File: config.mk
export PLATFORM = sky130hd
export DESIGN_NAME = lfsr_encoder
export DESIGN_NICKNAME = d
export VERILOG_FILES = /design/src/rtl/lab5_pkg.sv /design/src/rtl/lfsr6_step.sv /design/src/rtl/lfsr_encoder.sv
export SDC_FILE = /design/constraint.sdc
export NUM_CORES = 1
export LEC_CHECK = 0
export ABC_AREA = 0
export CAP_MARGIN = 20
export CORE_AREA = 2 2 84 46
export CTS_CLUSTER_SIZE = 8
export DETAILED_ROUTE_END_ITERATION = 6
export DIE_AREA = 0 0 86 48
export MAX_ROUTING_LAYER = met4
export PLACE_DENSITY = 0.85
export SYNTH_ARGS = -nofsm -noshare
export SYNTH_HDL_FRONTEND = slang
export SYNTH_SLANG_ARGS = --single-unit
File: constraint.sdc
create_clock -name clk -period 6.1 [get_ports clk]
set_input_delay 1.22 -clock clk [delete_from_list [all_inputs] [get_ports clk]]
set_output_delay 1.22 -clock clk [all_outputs]
set_load 0.005 [all_outputs]
File: src/rtl/lab5_pkg.sv
// rtl/lab5_pkg.sv - shared types and constants for the lab-5 LFSR encoder/decoder
//
// Contents:
//   LFSR_TAPS      six 6-bit tap masks, all maximal-length polynomials
//   PREAMBLE_CHAR  ASCII '_' prepended ahead of the message
//   PREL_MIN/MAX   legal preamble length range
//   state_t        controller states
//   clamp_prel     saturate a raw config byte into PREL_MIN..PREL_MAX
//   tap_mask       tap lookup; out-of-table indices fall back to entry 0
package lab5_pkg;

  localparam logic [5:0] LFSR_TAPS [6] = '{6'h21, 6'h2D, 6'h30, 6'h33, 6'h36, 6'h39};

  localparam logic [7:0] PREAMBLE_CHAR = 8'h5F;
  localparam logic [3:0] PREL_MIN      = 4'd7;
  localparam logic [3:0] PREL_MAX      = 4'd12;

  typedef enum logic [2:0] {
    IDLE = 3'd0,
    LD0  = 3'd1,
    LD1  = 3'd2,
    LD2  = 3'd3,
    ENC  = 3'd4,
    DONE = 3'd5
  } state_t;

  function automatic logic [3:0] clamp_prel(input logic [7:0] raw);
    if (raw < {4'b0, PREL_MIN})
      return PREL_MIN;
    else if (raw > {4'b0, PREL_MAX})
      return PREL_MAX;
    else
      return raw[3:0];
  endfunction

  // Indices 6 and 7 are not in the table and alias entry 0.
  function automatic logic [5:0] tap_mask(input logic [2:0] idx);
    case (idx)
      3'd1:    return LFSR_TAPS[1];
      3'd2:    return LFSR_TAPS[2];
      3'd3:    return LFSR_TAPS[3];
      3'd4:    return LFSR_TAPS[4];
      3'd5:    return LFSR_TAPS[5];
      default: return LFSR_TAPS[0];
    endcase
  endfunction

endpackage

File: src/rtl/lfsr6_step.sv
// rtl/lfsr6_step.sv - combinational single step of a 6-bit Fibonacci LFSR
//
// Ports:
//   s     in  6  current LFSR state
//   taps  in  6  tap mask
//   s_nxt out 6  next state: shift left, parity of tapped bits into bit 0
module lfsr6_step (
  input  logic [5:0] s,
  input  logic [5:0] taps,
  output logic [5:0] s_nxt
);

  assign s_nxt = {s[4:0], ^(s & taps)};

endmodule

File: src/rtl/lfsr_encoder.sv
// rtl/lfsr_encoder.sv - preamble + LFSR message scrambler driving dat_mem
//
// Reads prel/tap/seed from CFG_BASE..CFG_BASE+2, then writes MSG_LEN bytes
// to OUT_BASE.. : a clamped run of '_' followed by plaintext from mem[0..],
// each byte with its low 6 bits XORed with the LFSR state.
//
// Ports:
//   clk       in  1  clock
//   rst_n     in  1  asynchronous active-low reset
//   init      in  1  start request, sampled in IDLE only
//   data_out  in  8  combinational memory read data for raddr
//   raddr     out 8  memory read address
//   waddr     out 8  memory write address
//   data_in   out 8  memory write data
//   write_en  out 1  memory write strobe
//   busy      out 1  high from LD0 through DONE
//   done      out 1  one-cycle completion pulse
module lfsr_encoder
  import lab5_pkg::*;
#(
  parameter int MSG_LEN  = 64,
  parameter int CFG_BASE = 61,
  parameter int OUT_BASE = 64
) (
  input  logic       clk,
  input  logic       rst_n,
  input  logic       init,
  input  logic [7:0] data_out,
  output logic [7:0] raddr,
  output logic [7:0] waddr,
  output logic [7:0] data_in,
  output logic       write_en,
  output logic       busy,
  output logic       done
);

  state_t     state_q, state_d;
  logic [3:0] prel_q;
  logic [2:0] tap_idx_q;
  logic [5:0] lfsr_q;
  logic [5:0] lfsr_nxt;
  logic [7:0] k_q;
  logic       in_preamble;
  logic [7:0] plain;

  lfsr6_step u_step (
    .s     (lfsr_q),
    .taps  (tap_mask(tap_idx_q)),
    .s_nxt (lfsr_nxt)
  );

  // Outputs are decoded from registered state, so the asynchronous reset of
  // state_q also drops write_en and every other output the moment rst_n falls.
  always_ff @(posedge clk or negedge rst_n) begin
    if (!rst_n)
      state_q <= IDLE;
    else
      state_q <= state_d;
  end

  always_comb begin
    state_d = state_q;
    case (state_q)
      IDLE:    if (init) state_d = LD0;
      LD0:     state_d = LD1;
      LD1:     state_d = LD2;
      LD2:     state_d = ENC;
      ENC:     if (k_q == 8'(MSG_LEN - 1)) state_d = DONE;
      DONE:    state_d = IDLE;
      default: state_d = IDLE;
    endcase
  end

  always_ff @(posedge clk or negedge rst_n) begin
    if (!rst_n) begin
      prel_q    <= '0;
      tap_idx_q <= '0;
      lfsr_q    <= '0;
      k_q       <= '0;
    end else begin
      case (state_q)
        LD0: prel_q    <= clamp_prel(data_out);
        LD1: tap_idx_q <= (data_out[2:0] > 3'd5) ? 3'd0 : data_out[2:0];
        LD2: begin
          // An all-zero seed would lock the LFSR; substitute 1.
          lfsr_q <= (data_out[5:0] == 6'd0) ? 6'h01 : data_out[5:0];
          k_q    <= '0;
        end
        ENC: begin
          lfsr_q <= lfsr_nxt;
          k_q    <= k_q + 8'd1;
        end
        default: ;
      endcase
    end
  end

  assign in_preamble = (k_q < {4'b0, prel_q});

  always_comb begin
    raddr    = '0;
    waddr    = '0;
    data_in  = '0;
    write_en = 1'b0;
    busy     = 1'b0;
    done     = 1'b0;
    plain    = '0;
    case (state_q)
      LD0: begin
        busy  = 1'b1;
        raddr = 8'(CFG_BASE);
      end
      LD1: begin
        busy  = 1'b1;
        raddr = 8'(CFG_BASE + 1);
      end
      LD2: begin
        busy  = 1'b1;
        raddr = 8'(CFG_BASE + 2);
      end
      ENC: begin
        busy     = 1'b1;
        write_en = 1'b1;
        waddr    = 8'(OUT_BASE) + k_q;
        if (in_preamble) begin
          plain = PREAMBLE_CHAR;
        end else begin
          raddr = k_q - {4'b0, prel_q};
          plain = data_out;
        end
        // Bits [7:6] of the plaintext pass through untouched.
        data_in = plain ^ {2'b00, lfsr_q};
      end
      DONE: begin
        busy = 1'b1;
        done = 1'b1;
      end
      default: ;
    endcase
  end

endmodule

==> metrics <==
Final Hold Fails 0; #FFs+latches synth 24; R2R depth 6; initial core utilization 0.5303; Post-CTS Hold Fix Bufs 0; Post-Syn Area per Cell 8.156 µm²; cell count after synthesis 216; vias in the first global route 1352; Mapped Nets 234; clock-pin slew on the worst setup and hold paths 0.08 ns; worst path buffer plus inverter count 2; RSZ-0062 raised after global routing no; vias per cell 5.717; flop2flop setup slack 3.83 ns; Total Routed Length 4.526 mm; # DRC 0; crit-path max cell delay 0.53 ns; starting DRC count in detailed routing 170; CP max-delay cell clkdlybuf4s50_1; setup violators final 0; Max Cap Violations 0; Top delay family on crit path simple AND/OR/NAND/NOR gates; min Tclk post-route 4.180 ns; synth warn 0; Synth cell types 48; Hold Crit Class flop to flop; Via Count 1658; FF-to-FF Start state_q[2]; WP depth 10; # clock sinks 24; Cell Area, Synth 1762 µm²; Nets 267; H-Tree Depth 1; clk_lat worst skew 0.27 ns; share of layout cells above drive strength 1 0.06855; crit path cell chain inv_1 > ha_1 > fa_1 > and2b_1 > o21ai_2 > and3_1 > nand2b_1 > xor2_1 > nor2_1 > clkdlybuf4s50_1; CTS Root Cell clkbuf_8; initial antenna violation count 0; CTS tree built; Setup TNS Final 0 ns; Worst VDD drop 304.1 µV; first-pass GRT wire length 6.989 mm; critical path endpoint category output pin; P per Cell Area 366.0 nW/µm²; Slew @ Worst Pin 0.8036 ns; diodes inserted 0; worst reg2reg path endpoint k_q[1]; Lkg Pwr 0.9623 nW; Max Clock Freq 239.3 MHz; CTS Buf Count 3; die area 4128 µm²; hold wc startpoint prel_q[2]; Buffers on Ports 37; Worst Clk Skew 0.002428 ns; hold endpoint prel_q[2]; crit path launch type flop; Seq/Total Area, Yosys 0.3409; Crit path required time 4.88 ns; worst hold stages 1; wire length per cell 15.61 µm; Die X 86 µm; CP Max Fanout 8; Rel. slew slack 0.4642; total track usage 0.2357; postcts setup bufs 0; I/O pin count 38; # fillers 272; Final Util 0.6580; crit path DAT 2.96 ns; Final GP Congestion 0.9205; DRT Pass-1 Iters 5; Setup Crit Path Kind flop to output pin; CORE AREA 3322 µm²; area added between synthesis and finish 24.08%; Antenna Nets Post-Route 0; Final Cycle Share 0.6852; row cnt 15; Final Slew Violations 0; largest net degree at the start of global routing 25; post-CTS resize count 0; worst-case clock buffer depth 2; DP Wirelength 3.508 mm; remaining global-route overflow 0; Die Y-Extent 48 µm; status complete, no violations
sequential cells by signal, summed over array words and instances, names as in the netlist:
name and cells:
k_q 8, lfsr_q 6, prel_q 4, state_q 3, tap_idx_q 3
stage by stage:
step | cell area, µm² | hold slack (ns) | total power, mW | cells | setup WS [ns]
final | 2186 | 0.5365 | 0.8000 | 290 | 1.920
after global routing | 2186 | 0.5456 | 0.8579 | 290 | 1.732
after CTS | 2171 | 0.5263 | 0.7946 | 289 | 1.932
after detailed placement | 2116 | 0.4986 | 0.6855 | 285 | 2.194
after global placement | 2116 | 0.4947 | 0.6759 | 285 | 2.188
after floorplan | 1762 | 0.4555 | 0.5325 | 216 | 2.817
worst max-delay path by stage:
stage | startpoint | end
floorplan | k_q[0] | raddr[3]
global placement | data_out[1] | data_in[1]
detailed placement | data_out[1] | data_in[1]
CTS | k_q[0] | raddr[3]
global route | k_q[0] | data_in[5]
finish | k_q[0] | data_in[5]
layout make-up:
| class | count | area (µm²) | share of cell area |
|---|---|---|---|
| Timing Repair Buffer | 38 | 385.4 | 0.1763 |
| Clock buffer | 4 | 55.05 | 0.02519 |
| Sequential cell | 24 | 600.6 | 0.2748 |
| Tap cell | 42 | 52.55 | 0.02404 |
| Inverter | 17 | 68.82 | 0.03148 |
| Multi-Input combinational cell | 165 | 1023 | 0.4682 |
routing by layer:
metal | part of all wire | global-route usage
met4 | 0.0035 | 0.02857
met1 | 0.50 | 0.3482
met5 | 0 | -
met3 | 0.10 | 0.07241
met2 | 0.40 | 0.3194
cells in the mapped netlist, drive strengths merged:
cell / n / area [µm²]
nand2b: 5 / 38.78
nand3: 8 / 45.04
nor2: 30 / 120.1
mux2: 1 / 15.01
xnor2: 9 / 78.83
nand2: 27 / 101.4
ha: 6 / 75.07
or3: 1 / 6.260
buf: 7 / 56.30
and2b: 1 / 7.510
inv: 16 / 60.06
and2: 6 / 40.04
nor2b: 4 / 27.53
o22ai: 1 / 6.260
a31oi: 2 / 12.51
nor4: 2 / 12.51
a211o: 1 / 8.760
o21ai: 25 / 132.6
xor2: 6 / 52.55
nor3: 5 / 30.03
dfrtp: 24 / 600.6
fa: 1 / 20.02
a22oi: 4 / 30.03
and3: 4 / 25.02
nor3b: 2 / 15.01
o221ai: 1 / 8.760
o32a: 1 / 10.01
and4bb: 1 / 12.51
clkinv: 1 / 8.760
mux2i: 1 / 10.01
clkbuf: 3 / 12.51
o21bai: 1 / 7.510
o31ai: 2 / 28.78
a211oi: 2 / 20.02
a21oi: 5 / 25.02
kinds of logic (layout without fill, tap and decap cells):
kind of cell    count (synthesis)  after routing  share of synthesized area
flops                          24             24                     0.3409
fa+ha+maj                       7              7                    0.05398
buf+inv                        27             59                    0.07812
compound gates                 45             45                     0.1648
xor+xnor                       15             15                    0.07458
simple gates                   96             96                     0.2734
mux                             2              2                    0.01420
where the power goes:
part	leakage (nW)	switching, mW	internal (mW)
Clock	0.0288	0.0517	0.0577
Combinational	0.627	0.201	0.208
Sequential	0.306	0.0754	0.206
cell usage in the layout (no fill, tap or decap), types with 2 or more instances in the layout:
cell type	Yosys	routed
nand2b_1	4	4
and2_1	5	5
nor4_1	2	2
o21ai_1	6	6
dfrtp_1	24	24
nor3_1	4	4
a22oi_1	4	4
nor3b_1	2	2
ha_1	6	6
nand2_1	27	27
o21ai_2	2	2
nor2_1	29	29
clkbuf_8	0	4
and3_1	4	4
o21ai_0	17	17
nor2b_1	3	3
nand3_1	7	7
clkdlybuf4s50_1	0	37
a31oi_1	2	2
xor2_1	6	6
inv_1	16	16
a21oi_1	5	5
xnor2_1	9	9
Note: power is estimated with default switching activity, not from simulation.
